### src/rtl/sd2_dac_feeder.sv
// Stereo sample scheduler for the two-channel sigma-delta DAC: buffers producer
// sample pairs and releases one pair every PERIOD clocks, with priming, underrun hold and mute ramp.
module sd2_dac_feeder #(
  parameter int DW         = 16,
  parameter int DEPTH_LOG2 = 2,
  parameter int PERIOD     = 16,
  parameter int STEP       = 256
) (
  input  logic                  clk,
  input  logic                  rst,
  input  logic                  mute,
  input  logic                  in_valid,
  output logic                  in_ready,
  input  logic [DW-1:0]         in_left,
  input  logic [DW-1:0]         in_right,
  output logic [DW-1:0]         ldatasum,
  output logic [DW-1:0]         rdatasum,
  output logic                  sample_tick,
  output logic                  underrun,
  input  logic                  underrun_clr,
  output logic [DEPTH_LOG2:0]   fill,
  output logic [1:0]            state
);

  localparam int DEPTH = 1 << DEPTH_LOG2;
  localparam int CW    = (PERIOD > 2) ? $clog2(PERIOD) : 1;

  localparam logic [CW-1:0]         CNT_MAX    = CW'(PERIOD - 1);
  localparam logic [DEPTH_LOG2:0]   FILL_FULL  = (DEPTH_LOG2 + 1)'(DEPTH);
  localparam logic [DEPTH_LOG2:0]   FILL_PRIME = (DEPTH_LOG2 + 1)'(DEPTH / 2);
  localparam logic signed [DW:0]    STEP_W     = (DW + 1)'(STEP);

  localparam logic [1:0] ST_PRIME  = 2'd0;
  localparam logic [1:0] ST_RUN    = 2'd1;
  localparam logic [1:0] ST_MUTING = 2'd2;
  localparam logic [1:0] ST_MUTED  = 2'd3;

  // One ramp step toward zero; the extra bit keeps -2^(DW-1)+STEP from wrapping.
  function automatic logic [DW-1:0] ramp_step(input logic [DW-1:0] x);
    logic signed [DW:0] xe;
    logic signed [DW:0] r;
    xe = signed'({x[DW-1], x});
    if (xe > STEP_W) begin
      r = xe - STEP_W;
    end else if (xe < -STEP_W) begin
      r = xe + STEP_W;
    end else begin
      r = '0;
    end
    return r[DW-1:0];
  endfunction

  logic [CW-1:0]          cnt;
  logic                   tick;
  logic [2*DW-1:0]        mem [DEPTH];
  logic [DEPTH_LOG2-1:0]  wr_ptr;
  logic [DEPTH_LOG2-1:0]  rd_ptr;
  logic [2*DW-1:0]        head;
  logic                   push;
  logic                   pop;
  logic                   set_underrun;
  logic [1:0]             nxt_state;
  logic [DW-1:0]          nxt_l;
  logic [DW-1:0]          nxt_r;
  logic [DW-1:0]          ramp_l;
  logic [DW-1:0]          ramp_r;

  assign tick     = (cnt == CNT_MAX);
  assign in_ready = (fill < FILL_FULL);
  assign push     = in_valid && in_ready;
  assign head     = mem[rd_ptr];
  assign ramp_l   = ramp_step(ldatasum);
  assign ramp_r   = ramp_step(rdatasum);

  // Sample-rate divider.
  always_ff @(posedge clk or posedge rst) begin
    if (rst) begin
      cnt <= '0;
    end else if (tick) begin
      cnt <= '0;
    end else begin
      cnt <= cnt + CW'(1);
    end
  end

  // Scheduler: decides pops, output loads and state moves on each tick.
  always_comb begin
    pop          = 1'b0;
    set_underrun = 1'b0;
    nxt_state    = state;
    nxt_l        = ldatasum;
    nxt_r        = rdatasum;
    if (tick) begin
      case (state)
        ST_PRIME: begin
          if (mute) begin
            nxt_state = ST_MUTING;
          end else if (fill >= FILL_PRIME) begin
            pop       = 1'b1;
            nxt_l     = head[2*DW-1:DW];
            nxt_r     = head[DW-1:0];
            nxt_state = ST_RUN;
          end else begin
            nxt_state = ST_PRIME;
          end
        end
        ST_RUN: begin
          if (mute) begin
            nxt_state = ST_MUTING;
          end else if (fill != '0) begin
            pop   = 1'b1;
            nxt_l = head[2*DW-1:DW];
            nxt_r = head[DW-1:0];
          end else begin
            set_underrun = 1'b1;
            nxt_state    = ST_PRIME;
          end
        end
        ST_MUTING: begin
          nxt_l = ramp_l;
          nxt_r = ramp_r;
          pop   = (fill != '0);
          if ((ramp_l == '0) && (ramp_r == '0)) begin
            nxt_state = ST_MUTED;
          end else begin
            nxt_state = ST_MUTING;
          end
        end
        ST_MUTED: begin
          nxt_l = '0;
          nxt_r = '0;
          pop   = (fill != '0);
          if (!mute) begin
            nxt_state = ST_PRIME;
          end else begin
            nxt_state = ST_MUTED;
          end
        end
        default: begin
          nxt_state = ST_PRIME;
        end
      endcase
    end else begin
      nxt_state = state;
    end
  end

  // FIFO storage; contents need no reset since fill gates every read.
  always_ff @(posedge clk) begin
    if (push) begin
      mem[wr_ptr] <= {in_left, in_right};
    end
  end

  // FIFO pointers and occupancy.
  always_ff @(posedge clk or posedge rst) begin
    if (rst) begin
      wr_ptr <= '0;
      rd_ptr <= '0;
      fill   <= '0;
    end else begin
      if (push) begin
        wr_ptr <= wr_ptr + DEPTH_LOG2'(1);
      end
      if (pop) begin
        rd_ptr <= rd_ptr + DEPTH_LOG2'(1);
      end
      case ({push, pop})
        2'b10:   fill <= fill + (DEPTH_LOG2 + 1)'(1);
        2'b01:   fill <= fill - (DEPTH_LOG2 + 1)'(1);
        default: fill <= fill;
      endcase
    end
  end

  // Output registers, state and sticky underrun (set beats clear).
  always_ff @(posedge clk or posedge rst) begin
    if (rst) begin
      ldatasum    <= '0;
      rdatasum    <= '0;
      sample_tick <= 1'b0;
      state       <= ST_PRIME;
      underrun    <= 1'b0;
    end else begin
      ldatasum    <= nxt_l;
      rdatasum    <= nxt_r;
      sample_tick <= tick;
      state       <= nxt_state;
      if (set_underrun) begin
        underrun <= 1'b1;
      end else if (underrun_clr) begin
        underrun <= 1'b0;
      end else begin
        underrun <= underrun;
      end
    end
  end

endmodule

### config.mk
export PLATFORM = sky130hd
export DESIGN_NAME = sd2_dac_feeder
export DESIGN_NICKNAME = d
export VERILOG_FILES = /design/src/rtl/sd2_dac_feeder.sv
export SDC_FILE = /design/constraint.sdc
export NUM_CORES = 1
export LEC_CHECK = 0
export ABC_AREA = 1
export CORE_ASPECT_RATIO = 1.25
export CORE_MARGIN = 1.5
export CORE_UTILIZATION = 54
export DETAILED_ROUTE_END_ITERATION = 10
export MAX_ROUTING_LAYER = met4
export PLACE_DENSITY = 0.77
export SLEW_MARGIN = 0
export SYNTH_ARGS = -nofsm -noshare
export SYNTH_HDL_FRONTEND = slang
export SYNTH_SLANG_ARGS = --single-unit
export TNS_END_PERCENT = 1
### constraint.sdc
create_clock -name clk -period 3.55 [get_ports clk]
set_input_delay 0.5325 -clock clk [delete_from_list [all_inputs] [get_ports clk]]
set_output_delay 0.5325 -clock clk [all_outputs]
set_load 0.02 [all_outputs]
**Yosys cells after proc, flatten, opt, wreduce, memory -nomap -nowiden**

Memory sizes are Yosys's and may differ from the RTL's.
Index checks and enable logic that the tools add are counted.

- Equal/unequal tests: 11
- Reductions and logical operators: 11
- Muxes and demuxes: 37
- Add/sub/neg operators: 9
- Order comparisons: 6

Operators by type and width:

| kind | number |
|---|---|
| $mux 16 | 12 |
| $pmux 16 s4 | 2 |
| $add 16x10->16 const B | 2 |
| $gt 16x10->1 const B | 2 |
| $logic_not 16->1 | 2 |
| $lt 16x9->1 const B | 2 |
| $sub 16x10->16 const B | 2 |
| $mux 1 | 15 |
| $mux 2 | 4 |
| $ne 2x2->1 const B | 4 |
| $pmux 2 s4 | 1 |
| $eq 2x2->1 const B | 3 |
| $pmux 3 s2 | 1 |
| $reduce_and 5->1 | 1 |
| $add 2x1->2 const B | 2 |
| $add 4x1->4 const B | 1 |
| $eq 2x1->1 const B | 2 |
| $eq 4x4->1 const B | 1 |
| $mux 4 | 1 |
| $reduce_bool 2->1 | 2 |
| $add 3x1->3 const B | 1 |
| $ge 3x2->1 const B | 1 |
| $lt 3x3->1 const B | 1 |
| $ne 3x3->1 const B | 1 |
| other kinds (7) | 8 |

- Register bits after elaboration: 47
- Memory bits (writable): 128
- Logic and storage cells: 84
- Memories kept: 1

Memory list:

| name | depth | width | rd ports | clocked after Yosys merged registers in | write ports | line | RTL |
|---|---|---|---|---|---|---|---|
| mem | 4 | 32 | 1 | 0 | 1 | 55 | `logic [2*DW-1:0] mem [DEPTH];` |

**Logic depth before layout (Yosys ltp)**

- Depth after elaboration: 7
- Depth in mapped cells: 15

**Least setup slack after synthesis**

Ideal clock, no wire load.

- Kind: flip-flop to flip-flop
- From: register fill[2]
- To: memory mem[0][0] (netlist bit), enable pin
- Library setup time: 0.421 ns
- Required time: 3.129 ns
- Slack: 0.855 ns
- Buffers on the path: 0
- Arrival: 2.274 ns
- Cell stages (with the launch flop): 4
- Cell sequence: dfrtp_1 -> inv_1 -> nand2_1 -> nor2_1

- Longest elaborated chain between the ends: 4

Ends and longest elaborated chain:

| element | line | RTL |
|---|---|---|
| start: declaration | 21 | `output logic [DEPTH_LOG2:0] fill,` |
| start signal: assignment | 169 | `2'b10: fill <= fill + (DEPTH_LOG2 + 1)'(1);` |
| start signal: assignment | 170 | `2'b01: fill <= fill - (DEPTH_LOG2 + 1)'(1);` |
| start signal: assignment | 171 | `default: fill <= fill;` |
| $lt 3x3->1 | 69 | `assign in_ready = (fill < FILL_FULL);` |
| via in_ready | 13 | `output logic in_ready,` |
| $logic_and 1x1->1 | 70 | `assign push = in_valid && in_ready;` |
| $mux 1 | 150 | `if (push) begin` |
| $mux 1 (implied by the code) | 151 | `mem[wr_ptr] <= {in_left, in_right};` |
| end: declaration | 55 |  |

The timed path passes the listed nets, and every way through them passes these cells.

**Final worst setup path**

- From: register state[1]
- To: register rdatasum[12]

- Longest elaborated chain between the ends: 3

Ends and longest elaborated chain:

| element | line | RTL |
|---|---|---|
| start: declaration | 22 | `output logic [1:0] state` |
| start signal: assignment | 188 | `state <= nxt_state;` |
| $eq 2x1->1 or $logic_not 2->1 (tied branches) | 94 | `case (state)` |
| $ne 2x2->1 (no source line) | - |  |
| $reduce_and 5->1 (no source line) | - |  |
| end signal: assignment | 186 | `rdatasum <= nxt_r;` |
| end: declaration | 17 | `output logic [DW-1:0] rdatasum,` |

Several ways; a longest one is shown, not always the timed one.
A chain may end at the register's enable or synchronous reset.

==> metrics.txt <==
drt first-iter violations=between 500 and 600; pin count of the biggest net entering global routing=67; P&R area growth vs syn=18.53%; Hold-fix buffers, CTS=0; DP Area=0.008940 sq mm; WL met3=around 1100 um; mean routed wirelength per cell=between 15 and 20 um; TritonCTS clock tree=yes; Tmin final=~2.7 ns; critical path's largest stage delay=roughly 0.52 ns; sequential share of the synthesized area=0.6231; status=finished with violations; core area=between 0.01 and 0.015 sq mm; CP Class=flop to flop; # fillers=roughly 1.1k; Peak VDD IR=0.5602 mV; clk root buf=clkbuf_16; CP Buf/Inv Count=3; first-pass GRT wire length=roughly 30000 um; synth top area cells=edfxtp_1, dfrtp_1, nand2_1; area of the multi-input gates=between 0.002 and 0.003 sq mm; First-pass DRT Iterations=8; crit path capture type=flop; num rows=just under 50; GRT Residual Overflow=0; Netlist cell types=44; final hold violation count=0; CP Launch Type=flop; mapped cell area=a little over 0.008 sq mm; post-route ant nets=0; # clock sinks=about 180; Syn Area/Cell=roughly 11 sq um; ANT cells=0; slowest CP cell=nor2_4; Slew headroom=0.3642; Worst Path Max Fanout=28; PortBufs=76; Post-CTS Setup Repair Bufs=0; via density per instance=roughly 5.7; Synth area leader=edfxtp_1; highest metal used=met4; die height=139.6 um; setup TNS=0 ns; wl on met1=7627 um; worst endpoint required time=between 3 and 4 ns; Setup violations, final=0; initial antenna violation count=0; Clock Latency Late Sink=roughly 0.42 ns; Mapped Cells=767; final wirelength=between 15000 and 20000 um; Hold Crit Class=flop to flop; Final Skew=~0.0085 ns; part of the cycle the worst path needs=0.7515; CTS resizes=0; fin nets=between 800 and 900; Synth Warn #=0; Pins Over Slew Limit=0; share of post-route cells with drive strength above 1=0.1059; All-Layer GR Usage=0.2540; die area=approximately 0.016 sq mm; post-DP HPWL=between 10000 and 15000 um; vias in the first global route=~6.0k; # DRC=6; number of max-cap violations=0; syn nets=slightly above 800; Most used DFF post-synth=edfxtp_1; Design Area, Final=0.009549 sq mm; fraction of registers with async set or reset after synthesis=0.2686; achievable frequency=374.8 MHz; crit-path cells=inv_2, o21ai_1, o21ai_1, nor2_4, inv_2, nor2_4, inv_1, o221ai_1; H-tree depth=4; Least-Margin Pin Slew=between 0.9 and 1 ns; Yosys reg bits=175; power per cell area=a little under 900 mW/mm^2; RSZ-0062 raised after global routing=no; number of synthesized flops with an enable pin=about 130; leakage power figure=between 3 and 4 nW; Initial Utilization=0.5568; clock-pin transition on the worst setup and hold timing paths=about 0.070 ns; top cell type's share of synthesized area=0.4771; Longest Clk Path Bufs=2; GP Congestion=~0.84; CTS buffer count=17; wire length on met2=9441 um; detailed-route via count=roughly 5.9k; num ports=just under 80; chip width=around 110 um; Top Family by Delay on Critical Path=buffers and inverters; FF+latch area=between 0.005 and 0.006 sq mm; violated checks=design-rule violations; CP Data Arrival Time=about 3 ns
power breakdown:
part | switching [mW] | internal (mW)
combinational | 2.15 | 1.21
sequential | 0.455 | 2.65
clock | 0.788 | 1.12
total | 3.39 | 4.98
flip-flops by register name (all words and copies together), names as in the netlist:
register	cells
cnt	4
rdatasum	16
fill	3
rd_ptr	2
sample_tick	1
ldatasum	16
wr_ptr	2
mem	128
state	2
underrun	1
layer usage:
layer	up-vias	track usage
met1	2873	0.3119
met4	0	0.09860
met2	204	0.4181
li1	2799	-
met5	-	-
met3	30	0.04922
cell type report:
cell class | instances | area share
Sequential cell | 175 | 0.5258
Inverter | 57 | 0.02241
Clock buffer | 18 | 0.04494
Timing Repair Buffer | 85 | 0.08674
Tap cell | 178 | 0.02332
Clock inverter | 14 | 0.01887
Multi-Input combinational cell | 501 | 0.2779
through the flow:
stage          utilization  cells  setup WS (ns)  hold WS [ns]  power, mW
2_1_floorplan            -    767         0.8550        0.4581      5.279
3_3_place_gp        0.6179    996         0.8119        0.4769      6.384
3_5_place_dp        0.6179    996         0.6462        0.4909      6.451
4_1_cts             0.6600   1028         0.9052        0.5070      8.372
5_1_grt             0.6600   1028         0.6636        0.5280      8.836
6_report            0.6600   1028         0.8822        0.4993      8.365
logic make-up (layout without fill, tap and decap cells):
kind of cell | after synthesis | count (layout) | share of synthesized area
fa+ha+maj | 13 | 13 | 0.02112
flops | 175 | 175 | 0.6231
compound gates | 106 | 106 | 0.08278
buf+inv | 91 | 174 | 0.04876
xor+xnor | 13 | 13 | 0.01413
simple gates | 369 | 369 | 0.2101
path summary, 6_finish.rpt:
| kind | cells past startpoint | start | slack [ns] | to |
|---|---|---|---|---|
| worst max-delay path | 8 | state[1]$_DFFE_PP0P_ | 0.88 | rdatasum[12]$_DFFE_PP0P_ |
| worst min-delay path | 1 | cnt[1]$_DFF_PP0_ | 0.50 | cnt[1]$_DFF_PP0_ |
| worst max register to register | 8 | state[1]$_DFFE_PP0P_ | 0.88 | rdatasum[12]$_DFFE_PP0P_ |
| worst min register to register | 1 | cnt[1]$_DFF_PP0_ | 0.50 | cnt[1]$_DFF_PP0_ |
| max in group asynchronous | 2 | rst | 2.27 | rd_ptr[0]$_DFFE_PP0P_ |
| min in group asynchronous | 2 | rst | 0.64 | fill[1]$_DFFE_PP0P_ |
Yosys cell counts, types with 7 or more instances:
master and instances:
nand2_1 156, edfxtp_1 128, nand3_1 92, nor2_1 78
inv_1 48, dfrtp_1 47, o21ai_0 46, clkbuf_1 22
a31oi_1 13, ha_1 12, xor2_1 10, nand4_1 9
o22ai_1 9, inv_2 8, nor2_4 8, a21oi_1 7
nand2_2 7
layout by cell type (no fill, tap or decap), types with 2 or more instances in the layout:
master,netlist,routed
nand2_1,156,156
edfxtp_1,128,128
nand3_1,92,92
clkdlybuf4s50_1,0,76
nor2_1,78,74
inv_1,48,47
o21ai_0,46,46
dfrtp_1,47,46
clkbuf_16,0,17
a31oi_1,13,13
ha_1,12,12
xor2_1,10,10
inv_2,8,9
o22ai_1,9,9
nor2_2,5,9
nand4_1,9,9
buf_4,0,9
nor2_4,8,8
nand2_2,7,7
a21oi_1,7,7
a32oi_1,5,5
a22oi_1,4,4
o22a_1,4,4
o21ai_1,3,3
nand2_4,3,3
nand3_2,3,3
a221oi_1,3,3
o21ai_2,3,3
xnor2_1,3,3
o221ai_1,3,3
bufinv_16,0,3
inv_8,0,3
inv_6,0,3
nand3b_1,2,2
a21oi_2,2,2
or2_2,2,2
clkinv_1,1,2
Note: power is estimated with default switching activity, not from simulation.
